## config.mk

```make
export PLATFORM = sky130hd
export DESIGN_NAME = bus_unpack_6to4_flat
export DESIGN_NICKNAME = d
export VERILOG_FILES = /design/src/rtl/bus_pkg.sv /design/src/rtl/bus_unpack_6to4_if.sv /design/src/rtl/bus_bitbuf.sv /design/src/rtl/bus_unpack_6to4.sv /design/src/flat_wrapper.sv
export SDC_FILE = /design/constraint.sdc
export NUM_CORES = 1
export LEC_CHECK = 0
export BUFFER_PORTS_ARGS = -buffer_cell sky130_fd_sc_hd__buf_4
export CORE_MARGIN = 2
export CORE_UTILIZATION = 61
export DETAILED_ROUTE_END_ITERATION = 8
export GPL_TIMING_DRIVEN = 0
export PLACE_DENSITY = 0.84
export SLEW_MARGIN = 5
export SYNTH_ARGS = -nofsm -noshare
export SYNTH_HDL_FRONTEND = slang
export SYNTH_SLANG_ARGS = --single-unit
```

## constraint.sdc

```tcl
create_clock -name clk -period 3.8 [get_ports clk]
set_input_delay 0.76 -clock clk [delete_from_list [all_inputs] [get_ports clk]]
set_output_delay 0.76 -clock clk [all_outputs]
set_load 0.02 [all_outputs]
```

## src/rtl/bus_pkg.sv

```systemverilog
// Shared constants for the 6-to-4 bus unpacker and its bit buffer.
package bus_pkg;

  localparam int unsigned BUS_IN_W  = 6;
  localparam int unsigned BUS_OUT_W = 4;
  localparam int unsigned BUS_BUF_W = 12;

  // Width needed to hold a bit count in the range 0..buf_w inclusive.
  function automatic int unsigned cnt_width(input int unsigned buf_w);
    return $clog2(buf_w + 1);
  endfunction

endpackage

```

## src/rtl/bus_unpack_6to4_if.sv

```systemverilog
// Valid/ready word input, nibble output, flush request and busy status of the unpacker.
interface bus_unpack_6to4_if
  import bus_pkg::*;
#(
  parameter int unsigned IN_W  = BUS_IN_W,
  parameter int unsigned OUT_W = BUS_OUT_W
);

  logic [IN_W-1:0]  in_data;
  logic             in_valid;
  logic             in_ready;
  logic [OUT_W-1:0] out_data;
  logic             out_valid;
  logic             out_ready;
  logic             flush;
  logic             busy;

  modport master (
    output in_data, in_valid, out_ready, flush,
    input  in_ready, out_data, out_valid, busy
  );

  modport slave (
    input  in_data, in_valid, out_ready, flush,
    output in_ready, out_data, out_valid, busy
  );

endinterface

```

## src/rtl/bus_bitbuf.sv

```systemverilog
// LSB-first bit buffer: pops OUT_W bits off the bottom, then appends IN_W bits above the count.
module bus_bitbuf
  import bus_pkg::*;
#(
  parameter int unsigned IN_W  = BUS_IN_W,
  parameter int unsigned OUT_W = BUS_OUT_W,
  parameter int unsigned BUF_W = BUS_BUF_W,
  parameter int unsigned CNT_W = cnt_width(BUF_W)
) (
  input  logic             clk,
  input  logic             rst,
  input  logic             accept,
  input  logic             pop,
  input  logic             flush_pop,
  input  logic [IN_W-1:0]  in_data,
  output logic [OUT_W-1:0] head,
  output logic [CNT_W-1:0] cnt,
  output logic [CNT_W-1:0] cnt_next
);

  logic [BUF_W-1:0] bits_q, bits_d, bits_pop;
  logic [CNT_W-1:0] cnt_q, cnt_d, cnt_pop;

  always_comb begin
    bits_pop = bits_q;
    cnt_pop  = cnt_q;
    if (pop) begin
      bits_pop = bits_q >> OUT_W;
      // A flush pop carries fewer than OUT_W real bits, so the count empties outright.
      cnt_pop  = flush_pop ? '0 : cnt_q - CNT_W'(OUT_W);
    end
    bits_d = bits_pop;
    cnt_d  = cnt_pop;
    if (accept) begin
      bits_d = bits_pop | ({{(BUF_W-IN_W){1'b0}}, in_data} << cnt_pop);
      cnt_d  = cnt_pop + CNT_W'(IN_W);
    end
  end

  always_ff @(posedge clk or posedge rst) begin
    if (rst) begin
      bits_q <= '0;
      cnt_q  <= '0;
    end else begin
      bits_q <= bits_d;
      cnt_q  <= cnt_d;
    end
  end

  assign head     = bits_q[OUT_W-1:0];
  assign cnt      = cnt_q;
  assign cnt_next = cnt_d;

endmodule

```

## src/rtl/bus_unpack_6to4.sv

```systemverilog
// 6-bit word to 4-bit nibble gearbox with valid/ready on both sides and a residue flush.
module bus_unpack_6to4
  import bus_pkg::*;
#(
  parameter int unsigned IN_W  = BUS_IN_W,
  parameter int unsigned OUT_W = BUS_OUT_W,
  parameter int unsigned BUF_W = BUS_BUF_W
) (
  input  logic             clk,
  input  logic             rst,
  bus_unpack_6to4_if.slave bus
);

  localparam int unsigned CNT_W = cnt_width(BUF_W);

  if (BUF_W < IN_W + OUT_W) begin : gen_bad_buf_w
    $error("BUF_W must be at least IN_W + OUT_W");
  end

  logic [CNT_W-1:0] cnt, cnt_next;
  logic [OUT_W-1:0] head;
  logic             flush_pend_q, flush_pend_d;
  logic             accept, pop, flush_pop;
  logic             has_nibble;

  assign has_nibble    = cnt >= CNT_W'(OUT_W);
  assign bus.in_ready  = (cnt <= CNT_W'(BUF_W - IN_W)) && !flush_pend_q;
  assign bus.out_valid = has_nibble || (flush_pend_q && cnt != '0);
  assign bus.out_data  = head;
  assign bus.busy      = (cnt != '0) || flush_pend_q;

  assign accept    = bus.in_valid && bus.in_ready;
  assign pop       = bus.out_valid && bus.out_ready;
  assign flush_pop = pop && !has_nibble;

  // Judged on the post-update count so a same-cycle accept joins the flush and
  // an empty buffer ignores the request.
  assign flush_pend_d = (flush_pend_q || bus.flush) && (cnt_next != '0);

  always_ff @(posedge clk or posedge rst) begin
    if (rst) begin
      flush_pend_q <= 1'b0;
    end else begin
      flush_pend_q <= flush_pend_d;
    end
  end

  bus_bitbuf #(
    .IN_W  (IN_W),
    .OUT_W (OUT_W),
    .BUF_W (BUF_W),
    .CNT_W (CNT_W)
  ) u_bitbuf (
    .clk       (clk),
    .rst       (rst),
    .accept    (accept),
    .pop       (pop),
    .flush_pop (flush_pop),
    .in_data   (bus.in_data),
    .head      (head),
    .cnt       (cnt),
    .cnt_next  (cnt_next)
  );

endmodule

```

## src/flat_wrapper.sv

```systemverilog
// flat-port wrapper written by rule: the top's interface ports become plain ports
module bus_unpack_6to4_flat import bus_pkg::*;
#(
  parameter int unsigned IN_W  = BUS_IN_W,
  parameter int unsigned OUT_W = BUS_OUT_W,
  parameter int unsigned BUF_W = BUS_BUF_W
)
  (clk, rst, bus_in_data, bus_in_valid, bus_out_ready, bus_flush, bus_in_ready, bus_out_data, bus_out_valid, bus_busy);
  bus_unpack_6to4_if #(.IN_W(IN_W), .OUT_W(OUT_W)) bus_i ();
  input  logic clk;
  input  logic rst;
  input wire logic [$bits(bus_i.in_data)-1:0] bus_in_data;
  input wire logic [$bits(bus_i.in_valid)-1:0] bus_in_valid;
  input wire logic [$bits(bus_i.out_ready)-1:0] bus_out_ready;
  input wire logic [$bits(bus_i.flush)-1:0] bus_flush;
  output wire logic [$bits(bus_i.in_ready)-1:0] bus_in_ready;
  output wire logic [$bits(bus_i.out_data)-1:0] bus_out_data;
  output wire logic [$bits(bus_i.out_valid)-1:0] bus_out_valid;
  output wire logic [$bits(bus_i.busy)-1:0] bus_busy;
  assign bus_i.in_data = bus_in_data;
  assign bus_i.in_valid = bus_in_valid;
  assign bus_i.out_ready = bus_out_ready;
  assign bus_i.flush = bus_flush;
  assign bus_in_ready = bus_i.in_ready;
  assign bus_out_data = bus_i.out_data;
  assign bus_out_valid = bus_i.out_valid;
  assign bus_busy = bus_i.busy;
  bus_unpack_6to4 #(.IN_W(IN_W), .OUT_W(OUT_W), .BUF_W(BUF_W)) u_core (.clk(clk), .rst(rst), .bus(bus_i));
endmodule
```

==> impl_metrics.tcl, run 1 <==
set metrics [dict create \
    status "complete, no violations" \
    use_met3 0.0536 \
    synth_edf_count 0 \
    synth_cells 148 \
    io_buffers 17 \
    antenna_cells 0 \
    hold_viol 0 \
    clockBufferDepth 2 \
    p_sw_uw 517 \
    clkTransAtPathRegs_ns 0.10 \
    drt_iter0_drc 45 \
    seqPwrFrac 0.261 \
    min-delay-path-class "register to register" \
    yosys.area.top_type "dfrtp_1" \
    async_reset_ff_frac 1.00 \
    synth.top_cells.by_area "dfrtp_1, mux2i_1, o21ai_0" \
    hold_buffers 0 \
    firstDrtPassIters 4 \
    die-area_um2 2560 \
    globalRoute.busiestLayer "met2" \
    synth_top_area_share 0.322 \
    cell_internal_pwr_uw 596 \
    core_um2 2000 \
    cp-start-kind "register" \
    slowest_delay_ns 0.46 \
    final_core_util 0.755 \
    r2r_end "u_core.flush_pend_q" \
    cts_tree "done" \
    cts_resized 0 \
    leakage_nw 0.688 \
    dp_hpwl_um 2400 \
    cts_setup_buffers 0 \
    pwr-share-clk 0.085 \
    grt_usage 0.273 \
    synth_ff_type "dfrtp_1" \
    use_met1 0.370 \
    grt_first_pass_wirelength_um 5300 \
    antenna_found_initial 0 \
    drv_cap 0 \
    ios 18 \
    maxSlewHeadroom 0.570 \
    critPathRequiredTime_ns 3.04 \
    rows 16 \
    rr_worst_depth 8 \
    wl_per_cell_um 15.8 \
    final_nets 183 \
    fin_skew_ns 0.00486 \
    htree_num_levels 1 \
    layout_common_cells "buf_4, dfrtp_1, nand2_1" \
    cp_slowest_cell "dfrtp_1" \
    irDropWorstVdd_v 0.000480 \
    timing.rr.start "u_core.u_bitbuf.cnt[2]" \
    fin_crit_sh 0.644 \
    ant_nets 0 \
    fmax_mhz 408 \
    path_max_fanout 9 \
    min_path_cells 2 \
    synth_warnings 0 \
    start_util 0.661 \
    avgSynthCellArea_um2 8.94 \
    ys_seq_elements 17 \
    final_common_cell "buf_4" \
    grt_overflow_total 0 \
    clkLatencyLatePin_ns 0.29 \
    clockRootBuffer "clkbuf_4" \
    routed_wl_um 3090 \
    cp.arrival_ns 1.69 \
    areaGrowthSynthToFinish_pct 14.3 \
    syn_nets 161 \
    crit_type "register to output port" \
    period_needed_ns 2.45 \
    drv_slew 0 \
    yosysUniqueCellTypes 43 \
    drc 0 \
    die_w_um 50.6 \
    cts_sinks 17 \
    routabilityCongestion 0.836 \
    critPathCaptureType "output port" \
    p_comb_frac 0.653 \
    drive_gt1_frac 0.231 \
    die_h_um 50.6 \
    rsz0062_at_grt "no" \
    min_delay_worst_endpoint "u_core.u_bitbuf.bits_q[9]" \
    hp-start "u_core.u_bitbuf.bits_q[9]" \
    cts-buffers-inserted 3 \
    via_count 1226 \
    powerDensity_nw_per_um2 737 \
    cp_cell_sequence "inv_1 -> ha_1 -> clkbuf_1 -> nand3b_1 -> buf_4" \
    grt_use_met2 0.456 \
    finalSetupTns_ns 0 \
    setup_viol 0 \
    grt_pass1_vias 1126 \
    crit_start "u_core.u_bitbuf.cnt[3]" \
    syn_area_um2 1320 \
    seq_area_frac_synth 0.322 \
    netSwitchingFraction 0.465 \
    worst-slew-pin-transition_ns 0.644 \
    r2r_slack_ns 1.43 \
    grt_start_max_net_pins 18 \
    viasPerCell 6.26 \
]
## logic make-up after synthesis
logic type	share of synthesized area
xor gates and xnor gates	0.0199
adders and majority gates	0.0189
buffers and inverters	0.0870
DFF	0.322
AOI/OAI and AO/OA	0.208
and+or+nand+nor	0.229
muxes	0.115
## cell usage after synthesis (4+ instances only)
cell type,number
buf_4,4
dfrtp_1,17
nor2_1,6
buf_2,5
nand3_1,9
inv_1,8
clkbuf_1,4
mux2i_1,13
nand2_1,14
nand4b_1,5
o21ai_0,11
## metrics by stage
| step | worst slack (ns) | hold slack (ns) | power, mW | cells | area (um2) |
|---|---|---|---|---|---|
| floorplan | 1.62 | 0.448 | 0.837 | 148 | 1320 |
| global placement | 1.53 | 0.464 | 0.985 | 192 | 1480 |
| detailed placement | 1.48 | 0.470 | 1.01 | 192 | 1480 |
| CTS | 1.35 | 0.494 | 1.11 | 196 | 1510 |
| global route | 1.20 | 0.530 | 1.20 | 196 | 1510 |
| finish | 1.35 | 0.494 | 1.11 | 196 | 1510 |
## worst max-delay path: cells and delay by family, from the launching register on
family                   cells  cell delay [ns]
adder cells (fa/ha/maj)      1             0.14
AND/OR/NAND/NOR              1             0.16
buffers and inverters        3             0.63
flip-flops                   1             0.46
## registers in the layout, summed over array words and instances, names as in the netlist
register	flops
u_core.u_bitbuf.bits_q	12
u_core.u_bitbuf.cnt	4
u_core.flush_pend_q	1
## power groups by stage
stage / sequential (mW) / clock [mW] / combinational (mW)
finish: 0.291 / 0.0951 / 0.727
global route: 0.298 / 0.106 / 0.795
CTS: 0.289 / 0.0990 / 0.723
detailed placement: 0.293 / 0 / 0.721
global placement: 0.290 / 0 / 0.695
floorplan: 0.278 / 0 / 0.559
## final cells by class
cell class,instances,area (um2)
inverters,8,30.0
clock inverters,1,5.00
clock buffers,3,22.5
flip-flops and latches,17,425
repair buffers,17,128
well taps,27,33.8
multi-input cells,108,782
plain buffers,15,85.1
fillers,163,490
## how the worst max path moves through the flow
stage | endpoint | slack [ns] | cells after the start
2_1_floorplan | bus_in_ready | 1.62 | 4
3_3_place_gp | u_core.u_bitbuf.bits_q[3] | 1.53 | 9
3_5_place_dp | u_core.flush_pend_q | 1.48 | 8
4_1_cts | bus_out_valid | 1.35 | 5
5_1_grt | bus_in_ready | 1.20 | 5
6_report | bus_busy | 1.35 | 5
## per-layer routing
layer  up-vias  wire [um]
met5         -          0
met4         0         23
met3         2        134
met1       607       1410
met2        34       1520
li1        583          -
(Power assumes the default switching activity.)
==> inputs of run 2 (changes only) <==
- ABC_AREA: default -> 1
- CORE_UTILIZATION: 61 -> 57
- PLACE_DENSITY: 0.84 -> 0.79
- clock period: 3.8 -> 2.35 ns (I/O delays scaled with it)
==> run 2 against run 1 <==
Net effect:
- sequential cell count stayed put
- final cell count increased by 20%
- routed wire length is 5.1% lower
- register-to-register slack got worse by 1.0 ns
- critical path depth shrank 1
- largest cell class unchanged
==> impl_metrics.tcl, run 2 <==
set metrics [dict create \
    path_max_fanout 9 \
    clockRootBuffer "clkbuf_4" \
    cts_setup_buffers 0 \
    status "complete, no violations" \
    slowest_delay_ns 0.42 \
    finalPower_mw 1.77 \
    leakage_nw 0.901 \
    grt_start_max_net_pins 18 \
    fin_skew_ns 0.00740 \
    critPathCaptureType "output port" \
    cts_sinks 17 \
    grt_pass1_vias 1202 \
    setup_ws_ns 0.317 \
    avgSynthCellArea_um2 7.37 \
    cp.arrival_ns 1.56 \
    grt_first_pass_wirelength_um 5090 \
    clockBufferDepth 2 \
    antenna_found_initial 0 \
    seqPwrFrac 0.271 \
    critPathRequiredTime_ns 1.88 \
    grt_usage 0.247 \
    cp_cell_sequence "inv_1 -> ha_1 -> nand3_4 -> buf_4" \
    synth_edf_count 0 \
    synth_warnings 0 \
    synth_top_area_share 0.307 \
    irDropWorstVdd_v 0.000658 \
    r2r_slack_ns 0.43 \
    rr_worst_depth 12 \
    synth_cells 188 \
    netSwitchingFraction 0.498 \
    cts_resized 0 \
    ys_seq_elements 17 \
    p_sw_uw 881 \
    start_util 0.615 \
    routabilityCongestion 0.949 \
    synth_most_common_cell "nand2_1" \
    yosysUniqueCellTypes 27 \
    die_h_um 53.3 \
    seq_area_frac_synth 0.307 \
    drc 0 \
    clkTransAtPathRegs_ns 0.11 \
    drive_gt1_frac 0.288 \
    dp_slack_ns 0.448 \
    async_reset_ff_frac 1.00 \
    p_comb_frac 0.637 \
    finalSetupTns_ns 0 \
    ant_nets 0 \
    antenna_cells 0 \
    final_common_cell "nand2_1" \
    firstDrtPassIters 5 \
    via_count 1257 \
    rsz0062_at_grt "no" \
    dp_hpwl_um 2350 \
    synth.top_cells.by_area "dfrtp_1, nand2_1, nand3_1" \
    largest_reg_flops 12 \
    syn_area_um2 1390 \
    crit_type "register to output port" \
    min-delay-path-class "input pin to asynchronous set/reset pin" \
    timing.rr.start "u_core.u_bitbuf.cnt[3]" \
    maxSlewHeadroom 0.570 \
    final_nets 222 \
    cts-buffers-inserted 3 \
    cts_tree "done" \
    setup_viol 0 \
    layout_common_cells "nand2_1, nand3_1, buf_4" \
    regMostFlops "u_core.u_bitbuf.bits_q" \
    synth_common_cells "nand2_1, nand3_1, dfrtp_1, inv_1, nand2_4" \
    viasPerCell 5.33 \
    grt_overflow_total 0 \
    die_w_um 53.3 \
    period_needed_ns 2.03 \
    cell_internal_pwr_uw 887 \
    clkLatencyLatePin_ns 0.30 \
    rows 17 \
    fin_crit_sh 0.865 \
    r2r_end "u_core.u_bitbuf.bits_q[11]" \
    routed_wl_um 2940 \
    areaGrowthSynthToFinish_pct 13.2 \
    fmax_mhz 492 \
    yosys.area.top_type "dfrtp_1" \
    drv_slew 0 \
    hold_viol 0 \
    core_um2 2250 \
    pwr-share-clk 0.092 \
    drv_cap 0 \
    cp-start-kind "register" \
    drt_iter0_drc 23 \
    top_regs "u_core.u_bitbuf.bits_q: 12 flops, u_core.u_bitbuf.cnt: 4 flops, u_core.flush_pend_q: 1 flops" \
    cp_slowest_cell "dfrtp_1" \
    synth_ff_type "dfrtp_1" \
    io_buffers 16 \
    whs_ns 0.250 \
    hold_buffers 0 \
    wl_per_cell_um 12.4 \
    syn_nets 201 \
    ios 18 \
    powerDensity_nw_per_um2 1130 \
    htree_num_levels 1 \
    die-area_um2 2840 \
    worst-slew-pin-transition_ns 0.644 \
]
run 2: worst max path at each step:
stage | start | endpoint | cells after the start
finish | u_core.u_bitbuf.cnt[3] | bus_out_valid | 4
global route | u_core.u_bitbuf.cnt[2] | bus_out_valid | 4
CTS | u_core.u_bitbuf.cnt[3] | bus_out_valid | 4
detailed placement | u_core.u_bitbuf.cnt[3] | u_core.u_bitbuf.bits_q[11] | 12
global placement | u_core.u_bitbuf.cnt[3] | u_core.u_bitbuf.bits_q[11] | 12
floorplan | u_core.u_bitbuf.cnt[3] | u_core.u_bitbuf.bits_q[11] | 11
run 2: per-stage QoR:
| stage | util | cell area, um2 | instances |
|---|---|---|---|
| 4_1_cts | 0.696 | 1570 | 236 |
| 6_report | 0.696 | 1570 | 236 |
| 3_5_place_dp | 0.684 | 1540 | 232 |
| 2_1_floorplan | - | 1390 | 188 |
| 3_3_place_gp | 0.684 | 1540 | 232 |
| 5_1_grt | 0.696 | 1570 | 236 |
run 2: kinds of logic (layout without fill, tap and decap cells):
| group | count (synthesis) | count (layout) | share of synthesized area |
|---|---|---|---|
| and+or+nand+nor | 130 | 130 | 0.506 |
| buffers and inverters | 32 | 52 | 0.121 |
| DFF | 17 | 17 | 0.307 |
| AOI/OAI and AO/OA | 4 | 4 | 0.0262 |
| adders and majority gates | 2 | 2 | 0.0180 |
| muxes | 2 | 2 | 0.0153 |
| xor gates and xnor gates | 1 | 1 | 0.00632 |
run 2: critical path: cells and delay by family, from the launching register on:
family	cells	cell delay [ns]
adder cells (fa/ha/maj)	1	0.32
buffers and inverters	2	0.34
flip-flops	1	0.42
AND/OR/NAND/NOR	1	0.18
run 2: area by class of cell:
type	instances	area, um2
buffer	8	71.3
clock buffer	3	22.5
clock inverter	1	5.00
fill	183	686
inverter	24	96.3
multi-input combinational	139	793
sequential	17	425
tap	28	35.0
timing repair buffer	16	120
run 2: power groups by stage:
stage / combinational [mW] / sequential [mW] / clock, mW
finish: 1.13 / 0.480 / 0.163
global route: 1.25 / 0.490 / 0.174
CTS: 1.13 / 0.479 / 0.165
detailed placement: 1.12 / 0.485 / 0
global placement: 1.09 / 0.478 / 0
floorplan: 0.892 / 0.469 / 0
run 2: layer usage:
layer	global-route usage	part of all wire
met1	0.326	0.47
met2	0.405	0.47
met3	0.0311	0.053
met4	0.0983	0.016
met5	0	0
